File: src/rtl/mips_store_buffer.sv
// Posted-write store buffer: core stores queue in a FIFO and drain over a req/ack port; loads forward youngest-first.
// Optional build macro STORE_BUF_COALESCE_EN merges a store into the youngest non-head entry with the same word address.
module mips_store_buffer #(
    parameter int DEPTH  = 4,
    parameter int ADDR_W = 32,
    parameter int DATA_W = 32
) (
    input  logic                       clock__i,
    input  logic                       reset_n__i,
    input  logic [ADDR_W-1:0]          memAddr__i,
    input  logic [DATA_W-1:0]          memDataWrite__i,
    input  logic                       memRead__i,
    input  logic                       memWrite__i,
    output logic [DATA_W-1:0]          memDataRead__o,
    output logic [ADDR_W-1:0]          extRdAddr__o,
    input  logic [DATA_W-1:0]          extRdData__i,
    output logic                       extWrReq__o,
    output logic [ADDR_W-1:0]          extWrAddr__o,
    output logic [DATA_W-1:0]          extWrData__o,
    input  logic                       extWrAck__i,
    output logic                       full__o,
    output logic                       empty__o,
    output logic                       overflow__o,
    output logic [$clog2(DEPTH):0]     count__o
);

    localparam int PTR_W = $clog2(DEPTH);
    localparam int CNT_W = PTR_W + 1;
    localparam logic [CNT_W-1:0] DEPTH_CNT = CNT_W'(DEPTH);

    logic [ADDR_W-1:0] entry_addr  [DEPTH];
    logic [DATA_W-1:0] entry_data  [DEPTH];
    logic              entry_valid [DEPTH];

    logic [PTR_W-1:0]  head;
    logic [PTR_W-1:0]  tail;
    logic [PTR_W-1:0]  youngest;
    logic [CNT_W-1:0]  count;
    logic              overflow_q;

    logic              pop;
    logic              push;
    logic              drop;
    logic              coalesce;
    logic              has_room;

    logic              fwd_hit;
    logic [DATA_W-1:0] fwd_data;
    logic [PTR_W-1:0]  scan_idx;

    function automatic logic word_eq(input logic [ADDR_W-1:0] a, input logic [ADDR_W-1:0] b);
        return a[ADDR_W-1:2] == b[ADDR_W-1:2];
    endfunction

    assign full__o     = (count == DEPTH_CNT);
    assign empty__o    = (count == '0);
    assign overflow__o = overflow_q;
    assign count__o    = count;

    // Write port handshake: extWrReq__o is the valid, extWrAck__i the ready; a
    // transfer (pop) happens on an edge with both high, and addr/data stay
    // stable from the first cycle of valid until that edge.
    assign extWrReq__o  = !empty__o;
    assign extWrAddr__o = empty__o ? '0 : {entry_addr[head][ADDR_W-1:2], 2'b00};
    assign extWrData__o = empty__o ? '0 : entry_data[head];
    assign pop          = extWrReq__o && extWrAck__i;

    assign youngest = tail - PTR_W'(1);

`ifdef STORE_BUF_COALESCE_EN
    // Requiring two entries keeps the youngest distinct from the head under handshake.
    assign coalesce = memWrite__i && (count >= CNT_W'(2)) && entry_valid[youngest]
                      && word_eq(entry_addr[youngest], memAddr__i);
`else
    assign coalesce = 1'b0;
`endif

    assign has_room = !full__o || pop;
    assign push     = memWrite__i && !coalesce && has_room;
    assign drop     = memWrite__i && !coalesce && !has_room;

    always_ff @(posedge clock__i or negedge reset_n__i) begin
        if (!reset_n__i) begin
            head       <= '0;
            tail       <= '0;
            count      <= '0;
            overflow_q <= 1'b0;
            for (int i = 0; i < DEPTH; i++) begin
                entry_addr[i]  <= '0;
                entry_data[i]  <= '0;
                entry_valid[i] <= 1'b0;
            end
        end else begin
            if (pop) begin
                entry_valid[head] <= 1'b0;
                head              <= head + PTR_W'(1);
            end
            // On a full push+pop tail equals head; this later write re-validates the slot.
            if (push) begin
                entry_addr[tail]  <= memAddr__i;
                entry_data[tail]  <= memDataWrite__i;
                entry_valid[tail] <= 1'b1;
                tail              <= tail + PTR_W'(1);
            end
            if (coalesce) begin
                entry_addr[youngest] <= memAddr__i;
                entry_data[youngest] <= memDataWrite__i;
            end
            case ({push, pop})
                2'b10:   count <= count + CNT_W'(1);
                2'b01:   count <= count - CNT_W'(1);
                default: count <= count;
            endcase
            if (drop) begin
                overflow_q <= 1'b1;
            end
        end
    end

    // Scan oldest to youngest so the last match seen is the youngest one.
    always_comb begin
        fwd_hit  = 1'b0;
        fwd_data = '0;
        scan_idx = '0;
        for (int i = 0; i < DEPTH; i++) begin
            scan_idx = head + PTR_W'(i);
            if ((CNT_W'(i) < count) && entry_valid[scan_idx]
                && word_eq(entry_addr[scan_idx], memAddr__i)) begin
                fwd_hit  = 1'b1;
                fwd_data = entry_data[scan_idx];
            end
        end
    end

    assign extRdAddr__o   = {memAddr__i[ADDR_W-1:2], 2'b00};
    assign memDataRead__o = (memRead__i && fwd_hit) ? fwd_data : extRdData__i;

    a_count_bound: assert property (@(posedge clock__i) disable iff (!reset_n__i)
        count <= DEPTH_CNT);

    a_wr_stable: assert property (@(posedge clock__i) disable iff (!reset_n__i)
        (extWrReq__o && !extWrAck__i) |=> ($stable(extWrAddr__o) && $stable(extWrData__o)));

endmodule

File: config.mk
export PLATFORM = sky130hd
export DESIGN_NAME = mips_store_buffer
export DESIGN_NICKNAME = d
export VERILOG_FILES = /design/src/rtl/mips_store_buffer.sv
export SDC_FILE = /design/constraint.sdc
export NUM_CORES = 1
export LEC_CHECK = 0
export CAP_MARGIN = 25
export CORE_UTILIZATION = 40
export CTS_BUF_LIST = sky130_fd_sc_hd__clkbuf_8
export DETAILED_ROUTE_END_ITERATION = 7
export SLEW_MARGIN = 20
export SYNTH_ARGS = -nofsm -noshare
export SYNTH_HDL_FRONTEND = slang
export SYNTH_SLANG_ARGS = --single-unit
export TNS_END_PERCENT = 30
File: constraint.sdc
create_clock -name clock__i -period 10.3 [get_ports clock__i]
set_clock_uncertainty 0.05 [all_clocks]
set_input_delay 3.09 -clock clock__i [delete_from_list [all_inputs] [get_ports clock__i]]
set_output_delay 3.09 -clock clock__i [all_outputs]
set_load 0.01 [all_outputs]
==> impl_results.md <==
* Worst vdd ir at 0.2041 mV
* Initial DRC count at between 1000 and 1500
* Total CTS buffers at 48
* Top Ports at approximately 240
* Die area at ~53000 um^2
* Largest net degree at the start of global routing at between 150 and 200
* Ys flop type: dfrtp_1
* Initial core utilization at between 40% and 50%
* Critical path class: in -> out
* Cell count after synthesis at approximately 1700
* Yosys reg bits at 260
* Initial antenna violation count at 5
* Post-DRT Antenna Nets at 0
* CTS Sinks at between 200 and 300
* Number of global-route vias before repair at between 15000 and 20000
* Hold Crit Start: overflow__o
* Die height at between 200 and 250 um
* GRT busiest layer: met2
* Critical Path Source Type: input port
* Vias at 15950
* GRT met3 Usage at 4.965%
* HP Class: reg -> reg
* Gr usage total at 24.80%
* TritonRoute pass-1 iters at 5
* Clock power share at between 10 and 15%
* Count of filler cells inserted in the layout at between 4000 and 5000
* Rel. slew slack at 28.16%
* Layout area overhead at 17.41%
* Row cnt at 83
* Grt total ovfl at 0
* Final net count at around 1900
* Sequential cell area fraction in the yosys report at between 30 and 40%
* Hold Fails Final Rpt at 0
* Placer Congestion at approximately 0.95
* Number of synthesized flops with an enable pin at 0
* Synth area leader: dfrtp_1
* CTS resizes at 0
* Drt drc at 0
* Clock Tree Buf Depth at 3
* RSZ-0062 raised after global routing: false
* Switching portion of total power at around two fifths
* Port Buffer Count at 229
* Flop-to-flop setup slack at between 7 and 8 ns
* Leak at around 0.0093 uW
* DIE WIDTH at between 200 and 250 um
* Psw at 3955 uW
* Reg power frac at ~23%
* Hold Path Depth at 1
* CP required at between 7 and 8 ns
* # setup viols final at 0
* Post-Route WL at around 65 mm
* Max Cap Violations at 0
* R2R Path Start: count__o[0]
* Worst Reg-to-Reg Cells at 10
* Clock-pin slew on the worst setup and hold paths at 0.05 ns
* CTS tree: done
* Global-route wire length before repair at about 100 mm
* Worst skew pair latency at 0.60 ns
* Worst setup startpoint: memAddr__i[24]
* Async SR Flop Fraction at 100.0%
* Setup Buffers After CTS at 0
* Power share of the combinational group at approximately 67%
* Dpl cell area at ~24000 um^2
* Pint at about 5600 uW
* Worst Max-Slew Pin Slew at 1.078 ns
* Setup TNS at 0 ns
* Layout cell share with drive strength beyond 1 at 33.37%
* Max Fclk at about 100 MHz
* Core ar. at between 50000 and 60000 um^2
* Final period util at around 96%
* Post-synth top area share at 31.16%
* Top cells by area, synth: dfrtp_1 31%, mux4_2 26%, mux2_2 13%
* Synth cell types at 57
* Placed wire-length estimate at 42.04 mm
* Syn avg cell area at 12.33 um^2
* Via density at 6.312
* Post-Syn Area at between 20000 and 25000 um^2
* Outcome: complete, no violations
* FF/Latch Area at ~6500 um^2
* Hold buffers post-CTS at 0
* WHS Endpoint: overflow__o
* Arrival @ worst endpoint at between 6 and 7 ns
* H-tree depth at 2
* R2r endpoint: count__o[2]
* Root Driver: clkbuf_8
* CP Capture Type: output port
* Design area at 24520 um^2
* Routed len/inst at 25.75 um
* Yosys warning total at 0
* Final Slew Violations at 0
* CP max FO at 56
* PD cells at ~390 nW/um^2
* Multi-input gate area at 13360 um^2
* GR Util met2 at between 30% and 40%
* Met1 usage at approximately a third
* Crit path time final at between 9 and 10 ns
layout make-up:
class / instances / share of cell area [%]
multi-input cells: 1207 / 54.48
flip-flops and latches: 260 / 26.57
repair buffers: 281 / 11.50
well taps: 680 / 3.470
clock buffers: 60 / 3.368
clock inverters: 18 / 0.3062
inverters: 17 / 0.2603
diodes: 4 / 0.04083
registers in the layout (all words and copies together), names as in the netlist:
register	cells
count__o	3
entry_valid	4
tail	2
entry_data	128
overflow__o	1
entry_addr	120
head	2
Yosys cell counts, drive strengths merged (13+ instances only):
cell	instances
mux2	243
nor2	14
and3b	32
xnor2	100
o31ai	32
buf	90
nor2b	97
dfrtp	260
nand2	46
nand4	75
mux4	240
o21ai	50
ha	13
clkbuf	122
and3	31
a22oi	34
inv	17
mux2i	41
o211ai	33
o2bb2ai	33
cell usage in the layout, fill, tap and decap left out, drive strengths merged, types with 3 or more instances in the layout:
cell type,netlist,final
a211oi,5,5
a21oi,8,8
a22oi,34,34
a31oi,3,3
and3,31,31
and3b,32,32
and4,3,3
buf,90,53
clkbuf,122,60
clkdlybuf4s50,0,228
clkinv,0,6
conb,1,4
dfrtp,260,260
diode,0,4
ha,13,13
inv,17,29
mux2,243,243
mux2i,41,41
mux4,240,240
nand2,46,46
nand2b,7,7
nand3,6,6
nand4,75,75
nor2,14,14
nor2b,97,97
nor3,4,4
nor4,11,11
o211ai,33,33
o21ai,50,50
o221ai,3,3
o22ai,4,4
o2bb2ai,33,33
o31ai,32,32
xnor2,100,100
xor2,11,11
routing by layer:
metal	share of wire, %	vias up
met5	0.011	-
met3	7.6	122
met1	42	8344
met2	47	626
met4	3.0	2
li1	-	6857
metrics by stage:
step                hold slack (ns)  power, uW  util (%)  instances  worst slack, ns
floorplan                    0.4415       6639         -       1696            1.844
global placement             0.3887       8391     45.81       2442           0.5044
detailed placement           0.4154       8532     45.81       2442           0.4657
CTS                          0.4272       9537     47.56       2520           0.4638
global route                 0.4508      10140     47.69       2527           0.2546
finish                       0.4177       9537     47.69       2527           0.4525
worst max-delay path by stage:
stage               depth (start not counted)                  to  slack, ns
floorplan                                  10   memDataRead__o[0]       1.84
global placement                           10  memDataRead__o[27]       0.50
detailed placement                         10  memDataRead__o[27]       0.47
CTS                                        10  memDataRead__o[27]       0.46
global route                               10  memDataRead__o[31]       0.25
finish                                     10  memDataRead__o[27]       0.45
power groups by stage:
stage	Combinational [uW]	Clock (uW)	Sequential, uW
2_1_floorplan	4670	0	1970
3_3_place_gp	6250	0	2140
3_5_place_dp	6320	0	2210
4_1_cts	6350	992	2190
5_1_grt	6790	1040	2310
6_report	6360	966	2210
worst max-delay path, cell delays in order:
cell,delay (ns)
clkdlybuf4s50_1,0.78
xor2_1,0.30
nor4_1,0.47
and4_1,0.33
nand4_1,0.19
buf_12,0.26
and3_1,0.22
a22oi_1,0.26
o211ai_1,0.23
clkdlybuf4s50_1,0.53
cell families (layout without fill, tap and decap cells):
family	count (synthesis)	in the layout	share of synthesized area, %
muxes	524	524	40.96
other	1	8	0.01796
DFF	260	260	31.16
and+or+nand+nor	336	336	9.762
adders and majority gates	13	13	0.7790
buffers and inverters	229	376	5.213
AOI/OAI and AO/OA	219	219	7.455
xor gates and xnor gates	111	111	4.656
(Power assumes the default switching activity.)
